===== config.mk =====
export PLATFORM = sky130hd
export DESIGN_NAME = alu
export DESIGN_NICKNAME = d
export VERILOG_FILES = /design/src/rtl/alu.sv
export SDC_FILE = /design/constraint.sdc
export NUM_CORES = 1
export LEC_CHECK = 0
export BUFFER_PORTS_ARGS = -buffer_cell sky130_fd_sc_hd__buf_2
export CAP_MARGIN = 20
export CORE_MARGIN = 10
export CORE_UTILIZATION = 56
export DETAILED_ROUTE_END_ITERATION = 7
export PLACE_DENSITY = 0.78
export SLEW_MARGIN = 40
export SYNTH_ARGS = -nofsm -noshare
export SYNTH_HDL_FRONTEND = slang
export SYNTH_SLANG_ARGS = --single-unit

===== constraint.sdc =====
create_clock -name clk -period 7.1 [get_ports clk]
set_input_delay 2.13 -clock clk [delete_from_list [all_inputs] [get_ports clk]]
set_output_delay 2.13 -clock clk [all_outputs]
set_load 0.03 [all_outputs]

===== src/rtl/alu.sv =====
// alu: 32-bit RV32I-style ALU with a combinational result and a registered result/flag stage
// Ports:
//   clk, rst                         core clock; synchronous active-high reset
//   operand_a, operand_b, alu_op     operands and operation select (b[4:0] = shift amount)
//   in_valid                         qualifies the inputs for the registered stage
//   result                           zero-latency combinational result
//   result_q, zero_q, neg_q          registered result and zero/negative flags
//   out_valid                        registered in_valid
package common;
  typedef enum logic [3:0] {
    ALU_NOP  = 4'd0,
    ALU_ADD  = 4'd1,
    ALU_SUB  = 4'd2,
    ALU_AND  = 4'd3,
    ALU_OR   = 4'd4,
    ALU_XOR  = 4'd5,
    ALU_SLL  = 4'd6,
    ALU_SRL  = 4'd7,
    ALU_SRA  = 4'd8,
    ALU_SLT  = 4'd9,
    ALU_SLTU = 4'd10
  } alu_op_t;
endpackage

module alu
  import common::*;
#(
  parameter logic [31:0] NOP_VALUE = 32'h000E2202
) (
  input  logic        clk,
  input  logic        rst,
  input  logic [31:0] operand_a,
  input  logic [31:0] operand_b,
  input  alu_op_t     alu_op,
  input  logic        in_valid,
  output logic [31:0] result,
  output logic [31:0] result_q,
  output logic        zero_q,
  output logic        neg_q,
  output logic        out_valid
);
  logic [4:0]  w_shamt;
  logic [31:0] w_result;
  logic [31:0] r_result;
  logic        r_zero;
  logic        r_neg;
  logic        r_valid;

  assign w_shamt = operand_b[4:0];

  // unused encodings fall into default so result is never X for known inputs
  always_comb begin
    case (alu_op)
      ALU_ADD:  w_result = operand_a + operand_b;
      ALU_SUB:  w_result = operand_a - operand_b;
      ALU_AND:  w_result = operand_a & operand_b;
      ALU_OR:   w_result = operand_a | operand_b;
      ALU_XOR:  w_result = operand_a ^ operand_b;
      ALU_SLL:  w_result = operand_a << w_shamt;
      ALU_SRL:  w_result = operand_a >> w_shamt;
      ALU_SRA:  w_result = $unsigned($signed(operand_a) >>> w_shamt);
      ALU_SLT:  w_result = {31'd0, $signed(operand_a) < $signed(operand_b)};
      ALU_SLTU: w_result = {31'd0, operand_a < operand_b};
      default:  w_result = NOP_VALUE;
    endcase
  end

  // without in_valid only out_valid drops; the data and flags keep their last value
  always_ff @(posedge clk) begin
    if (rst) begin
      r_result <= '0;
      r_zero   <= 1'b0;
      r_neg    <= 1'b0;
      r_valid  <= 1'b0;
    end else begin
      r_valid <= in_valid;
      if (in_valid) begin
        r_result <= w_result;
        r_zero   <= w_result == '0;
        r_neg    <= w_result[31];
      end
    end
  end

  assign result    = w_result;
  assign result_q  = r_result;
  assign zero_q    = r_zero;
  assign neg_q     = r_neg;
  assign out_valid = r_valid;
endmodule


==> impl_metrics.env, run 1 <==
export IMPL_outcome="finished with violations"
export IMPL_violations="negative setup slack"
export IMPL_crit_chain="buf_2 -> inv_1 -> ha_1 -> buf_4 -> nor2_1 -> o221ai_4 -> buf_4 -> buf_4 -> a31oi_1 -> nand3_1 -> a41oi_1 -> a21oi_1 -> o21a_1 -> inv_1 -> buf_2"
export IMPL_drv_slew=0
export IMPL_ff2ff_path_depth=2
export IMPL_wirelength_um=57800
export IMPL_cts_num_sinks=34
export IMPL_grt_pass1_vias=14600
export IMPL_initial_utilization=0.572
export IMPL_design_area_mm2=0.0146
export IMPL_cp_common_cell="buf_4"
export IMPL_die_h_um=161
export IMPL_layout_common_cells="buf_4, nand2_1, nor2_1, buf_2, inv_1"
export IMPL_drtPass1Iterations=6
export IMPL_whs_path_depth=2
export IMPL_end_kind="output port"
export IMPL_die_x_um=161
export IMPL_multiInputGateArea_mm2=0.0100
export IMPL_finalCriticalPeriod_ps=7130
export IMPL_via_count=15400
export IMPL_ios=138
export IMPL_drt_initial_drc_count=2541
export IMPL_port_buffers=137
export IMPL_power_leakage_nw=6.58
export IMPL_yosysSeqAreaShare=0.0610
export IMPL_cp_arrival_ps=5000
export IMPL_whs_ps=487
export IMPL_synth_cell_type_count=107
export IMPL_synth_nets=1717
export IMPL_cts_buffers=5
export IMPL_antenna_found_initial=2
export IMPL_fmax_ghz=0.140
export IMPL_track_usage=0.417
export IMPL_placedInstanceArea_mm2=0.0139
export IMPL_htreeDepth=2
export IMPL_root_buffer="clkbuf_16"
export IMPL_p_seq_frac=0.121
export IMPL_utilization=0.750
export IMPL_max_slew_margin_rel=0.467
export IMPL_slowest_stage="ha_1"
export IMPL_min_delay_path_class="register to register"
export IMPL_avgSynthCellArea_um2=7.22
export IMPL_whs_endpoint="result_q[6]$_SDFFE_PP0P_"
export IMPL_hold_viol=0
export IMPL_hpwl_um=45100
export IMPL_nets=2027
export IMPL_dp_slack_ps=-218
export IMPL_power_density_mw_per_mm2=122
export IMPL_layout_drive_gt1_share=0.330
export IMPL_setup_ws_ps=-27.2
export IMPL_synth_area_mm2=0.0112
export IMPL_vdd_drop_max_v=0.0000782
export IMPL_synthCells=1545
export IMPL_syn_to_final_growth_pct=31.1
export IMPL_power_mw=1.78
export IMPL_p_clk_frac=0.136
export IMPL_worst_pin_slew_ps=795
export IMPL_viasPerCell=7.26
export IMPL_finalCritPeriodShare=1.00
export IMPL_tns_ps=-61.0
export IMPL_drcViolationCount=0
export IMPL_cts_tree="yes"
export IMPL_setup_viol=3
export IMPL_crit_family="compound AO/OA/AOI/OAI gates"
export IMPL_ys_ff_latch=34
export IMPL_synth_edff_count=0
export IMPL_grt_max_degree=60
export IMPL_n_fill_cell=1567
export IMPL_worst_path_buf_inv=7
export IMPL_die_area_mm2=0.0260
export IMPL_reg2reg_slack_ps=6270
export IMPL_seqCellArea_um2=681
export IMPL_switching_share=0.501
export IMPL_grt_remaining_overflow=0
export IMPL_p_switching_mw=0.891
export IMPL_cts_hold_buffers=0
export IMPL_clockBufferDepth=2
export IMPL_ys_warn_count=0
export IMPL_rr_startpoint="result_q[15]$_SDFFE_PP0P_"
export IMPL_core_area_mm2=0.0195
export IMPL_rsz0062_at_grt="true"
export IMPL_cp_required_ps=4970
export IMPL_path_clk_slew_ps=50
export IMPL_power_internal_mw=0.888
export IMPL_worst_path_largest_cell_delay_ps=420
export IMPL_grt_pass1_wl_um=86300
export IMPL_wire_per_inst_um=27.2
export IMPL_synthArstFlopShare=0
export IMPL_holdCritStartpoint="result_q[6]$_SDFFE_PP0P_"
export IMPL_row_count=51
export IMPL_max_cap_violations=0
export IMPL_cp_max_fo=6
export IMPL_clock_skew_ps=0
export IMPL_synthFlopType="dfxtp_1"
export IMPL_criticalPathCategory="input port to output port"
export IMPL_gp_congestion=1.18
export IMPL_final_common_cell="buf_4"
export IMPL_rr_endpoint="result_q[15]$_SDFFE_PP0P_"
export IMPL_ant_nets=0
export IMPL_place_inst=2102
export IMPL_pwr_share_comb=0.743
export IMPL_fin_cells=2122
export IMPL_clock_latency_ps=280
export IMPL_critPathLaunchType="input port"
-- repair_timing --
action                                 4_1_cts  5_1_grt
resized for setup                           13       86
pin swaps                                    2       27
endpoints found under the hold margin        0        0
setup endpoints to repair                   10       21
buffers inserted                             1       10
-- Yosys cell counts (6+ instances only) --
cell type	count	area, um2
nand2b_1	15	93.8
o41ai_1	6	52.6
o21a_1	11	82.6
mux4_2	40	901
or3_1	11	68.8
mux2i_1	79	791
nor3_1	51	255
o21ai_1	6	30.0
o2111ai_1	6	52.6
o311a_1	6	60.1
o31ai_1	18	135
o22ai_1	19	119
a211o_1	7	61.3
a21o_1	8	60.1
a311oi_1	7	61.3
buf_1	15	56.3
ha_1	99	1240
o21bai_1	10	75.1
o211ai_1	30	225
a21oi_1	110	551
a221oi_1	13	114
o32ai_1	7	61.3
a22oi_1	28	210
o211a_1	7	70.1
o221ai_1	16	140
dfxtp_1	34	681
clkbuf_1	71	267
a211oi_1	32	240
nor2b_1	15	93.8
nor2_1	132	495
inv_1	115	432
nand3_1	34	170
buf_6	6	67.6
nor4_1	15	93.8
mux2_2	16	180
o21ai_0	78	390
nand2_1	138	518
buf_2	24	120
and3_1	7	43.8
a221o_1	6	60.1
nand4_1	15	93.8
or2_2	8	50.1
a31oi_1	24	150
xnor2_1	11	96.3
-- how the worst max path moves through the flow --
stage	from	endpoint	slack, ps	depth (start not counted)
5_1_grt	operand_a[0]	result[18]	-90	16
3_5_place_dp	operand_a[10]	result[23]	-220	14
2_1_floorplan	operand_b[2]	result[22]	20	13
4_1_cts	operand_a[10]	result[23]	4	14
6_report	operand_a[5]	result[16]	-30	15
3_3_place_gp	operand_a[10]	result[23]	-180	14
-- cell type report --
type                    instances  share of cell area
flip-flops and latches         34              0.0465
inverters                     122              0.0315
clock buffers                   7             0.00906
repair buffers                425               0.204
multi-input cells            1267               0.684
diodes                          1            0.000171
well taps                     265              0.0227
clock inverters                 1             0.00205
-- power by group through the flow --
stage | logic (mW) | registers, mW | clock network (mW)
final | 1.32 | 0.216 | 0.242
after global routing | 1.38 | 0.217 | 0.250
after CTS | 1.21 | 0.216 | 0.244
after detailed placement | 1.19 | 0.219 | 0
after global placement | 1.18 | 0.218 | 0
after floorplan | 0.668 | 0.250 | 0
-- per-layer routing --
metal / routed length, um / vias up / GRT usage / part of all wire
li1: - / 6483 / - / -
met2: 24000 / 1496 / 0.622 / 0.42
met5: 0 / - / 0 / 0
met4: 3600 / 0 / 0.202 / 0.062
met3: 9740 / 341 / 0.149 / 0.17
met1: 20400 / 7093 / 0.521 / 0.35
-- worst reg2reg max path, stage by stage, from the launching register on --
cell	delay (ps)
dfxtp_1	350
nor2_1	50
a211oi_1	320
-- state kept, by name, summed over array words and instances, names as in the netlist --
name       count
zero_q         1
result_q      32
out_valid      1
-- cells by family (layout without fill, tap and decap cells) --
group,count (synthesis),after routing,synth area share
other cells,0,1,0
mux,143,143,0.178
compound gates,528,528,0.333
simple gates,484,484,0.211
buf+inv,244,555,0.0935
flops,34,34,0.0610
xor+xnor,11,11,0.00863
fa+ha+maj,101,101,0.115
Note: power is estimated with default switching activity, not from simulation.
==> inputs of run 2 (changes only) <==
CORE_UTILIZATION = 30   (was 56)
GPL_TIMING_DRIVEN = 0   (was default)
PLACE_DENSITY = 0.46   (was 0.78)
clock period = 6.3 ns   (was 7.1 ns; I/O delays follow)
==> impl_metrics.env, run 2 (synthesis results as in run 1) <==
export IMPL_hpwl_um=55700
export IMPL_rr_startpoint="zero_q$_SDFFE_PP0P_"
export IMPL_cts_num_sinks=34
export IMPL_hold_viol=0
export IMPL_crit_path_start="operand_b[3]"
export IMPL_root_buffer="clkbuf_16"
export IMPL_finalCritPeriodShare=1.08
export IMPL_n_fill_cell=3761
export IMPL_wl_met2_um=32300
export IMPL_cp_max_fo=10
export IMPL_wl_met3_um=7100
export IMPL_ff2ff_path_depth=2
export IMPL_setup_viol=25
export IMPL_top_layer="met5"
export IMPL_drcViolationCount=0
export IMPL_row_count=70
export IMPL_drv_slew=0
export IMPL_clockBufferDepth=2
export IMPL_utilization=0.440
export IMPL_die_x_um=213
export IMPL_violations="negative setup slack"
export IMPL_port_buffers=135
export IMPL_wire_per_inst_um=31.7
export IMPL_power_leakage_nw=6.65
export IMPL_vdd_drop_max_v=0.0000902
export IMPL_tns_ps=-6670
export IMPL_grt_pass1_vias=14600
export IMPL_viasPerCell=6.60
export IMPL_critPathLaunchType="input port"
export IMPL_clock_latency_ps=280
export IMPL_design_area_mm2=0.0161
export IMPL_nets=1981
export IMPL_power_mw=2.18
export IMPL_clock_skew_ps=0
export IMPL_cp_arrival_ps=4910
export IMPL_layout_common_cells="buf_4, nand2_1, nor2_1"
export IMPL_via_count=15000
export IMPL_syn_to_final_growth_pct=44.7
export IMPL_placedInstanceArea_mm2=0.0127
export IMPL_ios=138
export IMPL_htreeDepth=2
export IMPL_drt_initial_drc_count=1974
export IMPL_min_delay_path_class="register to register"
export IMPL_track_usage=0.306
export IMPL_grt_max_degree=13
export IMPL_wl_met1_um=29000
export IMPL_largest_reg_flops=32
export IMPL_outcome="finished with violations"
export IMPL_rr_endpoint="zero_q$_SDFFE_PP0P_"
export IMPL_initial_utilization=0.304
export IMPL_power_density_mw_per_mm2=135
export IMPL_rsz0062_at_grt="true"
export IMPL_reg2reg_slack_ps=5570
export IMPL_ant_nets=0
export IMPL_antenna_found_initial=1
export IMPL_num_antenna_cells=0
export IMPL_gp_congestion=1.03
export IMPL_wirelength_um=72200
export IMPL_worst_pin_slew_ps=1010
export IMPL_grt_remaining_overflow=0
export IMPL_die_area_mm2=0.0453
export IMPL_cts_buffers=5
export IMPL_max_slew_margin_rel=0.326
export IMPL_cp_endpoint="result[28]"
export IMPL_holdCritStartpoint="result_q[30]$_SDFFE_PP0P_"
export IMPL_fmax_ghz=0.147
export IMPL_max_cap_violations=0
export IMPL_setup_ws_ps=-498
export IMPL_grt_pass1_wl_um=103000
export IMPL_cts_tree="yes"
export IMPL_cp_required_ps=4410
export IMPL_end_kind="output port"
export IMPL_layout_drive_gt1_share=0.394
export IMPL_criticalPathCategory="input port to output port"
export IMPL_path_clk_slew_ps=50
export IMPL_drtPass1Iterations=5
export IMPL_die_h_um=213
export IMPL_dp_slack_ps=-1810
export IMPL_finalCriticalPeriod_ps=6800
export IMPL_core_area_mm2=0.0367
-- run 2: cell types whose count changed in the layout (fill, tap and decap cells not counted), sizes merged --
| cell | change |
|---|---|
| inv | -1 |
| clkbuf | +57 |
| bufbuf | +1 |
| clkinvlp | +2 |
| buf | -105 |
| clkinv | +1 |
| diode | -1 |
| bufinv | -1 |
-- run 2: final cells by class --
type	instances	area [um2]	area share
Sequential cell	34	681	0.0421
Clock buffer	6	139	0.00860
Inverter	122	500	0.0310
Buffer	107	912	0.0565
Timing Repair Buffer	272	2110	0.131
Clock inverter	2	12.5	0.000775
Multi-Input combinational cell	1267	11200	0.694
Tap cell	468	586	0.0363
-- run 2: how the worst min path moves through the flow --
| stage | end | slack, ps | cells after the start |
|---|---|---|---|
| after floorplan | result_q[10]$_SDFFE_PP0P_ | 610 | 2 |
| after global placement | result_q[13]$_SDFFE_PP0P_ | 470 | 2 |
| after detailed placement | result_q[6]$_SDFFE_PP0P_ | 470 | 2 |
| after CTS | result_q[24]$_SDFFE_PP0P_ | 490 | 2 |
| after global routing | result_q[30]$_SDFFE_PP0P_ | 510 | 2 |
| final | result_q[30]$_SDFFE_PP0P_ | 490 | 2 |
-- run 2: per-stage QoR --
stage,hold slack (ps),instances
2_1_floorplan,606,1545
3_3_place_gp,467,2148
6_report,486,2278
5_1_grt,507,2278
4_1_cts,487,2244
3_5_place_dp,474,2150
-- run 2: timing repair --
| item | in CTS | in global routing |
|---|---|---|
| endpoints found under the setup margin | 33 | 32 |
| pin swaps | 85 | 64 |
| gates cloned | 1 | 0 |
| resized for setup | 383 | 156 |
| hold buffers | 0 | 0 |
| buffers inserted | 97 | 38 |
-- run 2: layer usage --
metal	up-vias	GRT usage
met4	2	0.133
li1	6409	-
met3	226	0.0446
met5	-	0
met1	7382	0.396
met2	1025	0.494
-- run 2: report_power, final --
part           internal (mW)  switching (mW)
sequential             0.233         0.00852
combinational          0.653            1.03
clock                  0.156          0.0938
-- run 2: worst max-delay path, stage by stage --
cell      delay (ps)
buf_12           120
inv_6             80
buf_8            110
buf_12           110
buf_1            750
nand2_1          380
nor2b_1          210
a31oi_1           70
a31oi_2          320
nor4_1           140
a2111o_1         470
nand3_4          110
buf_6            130
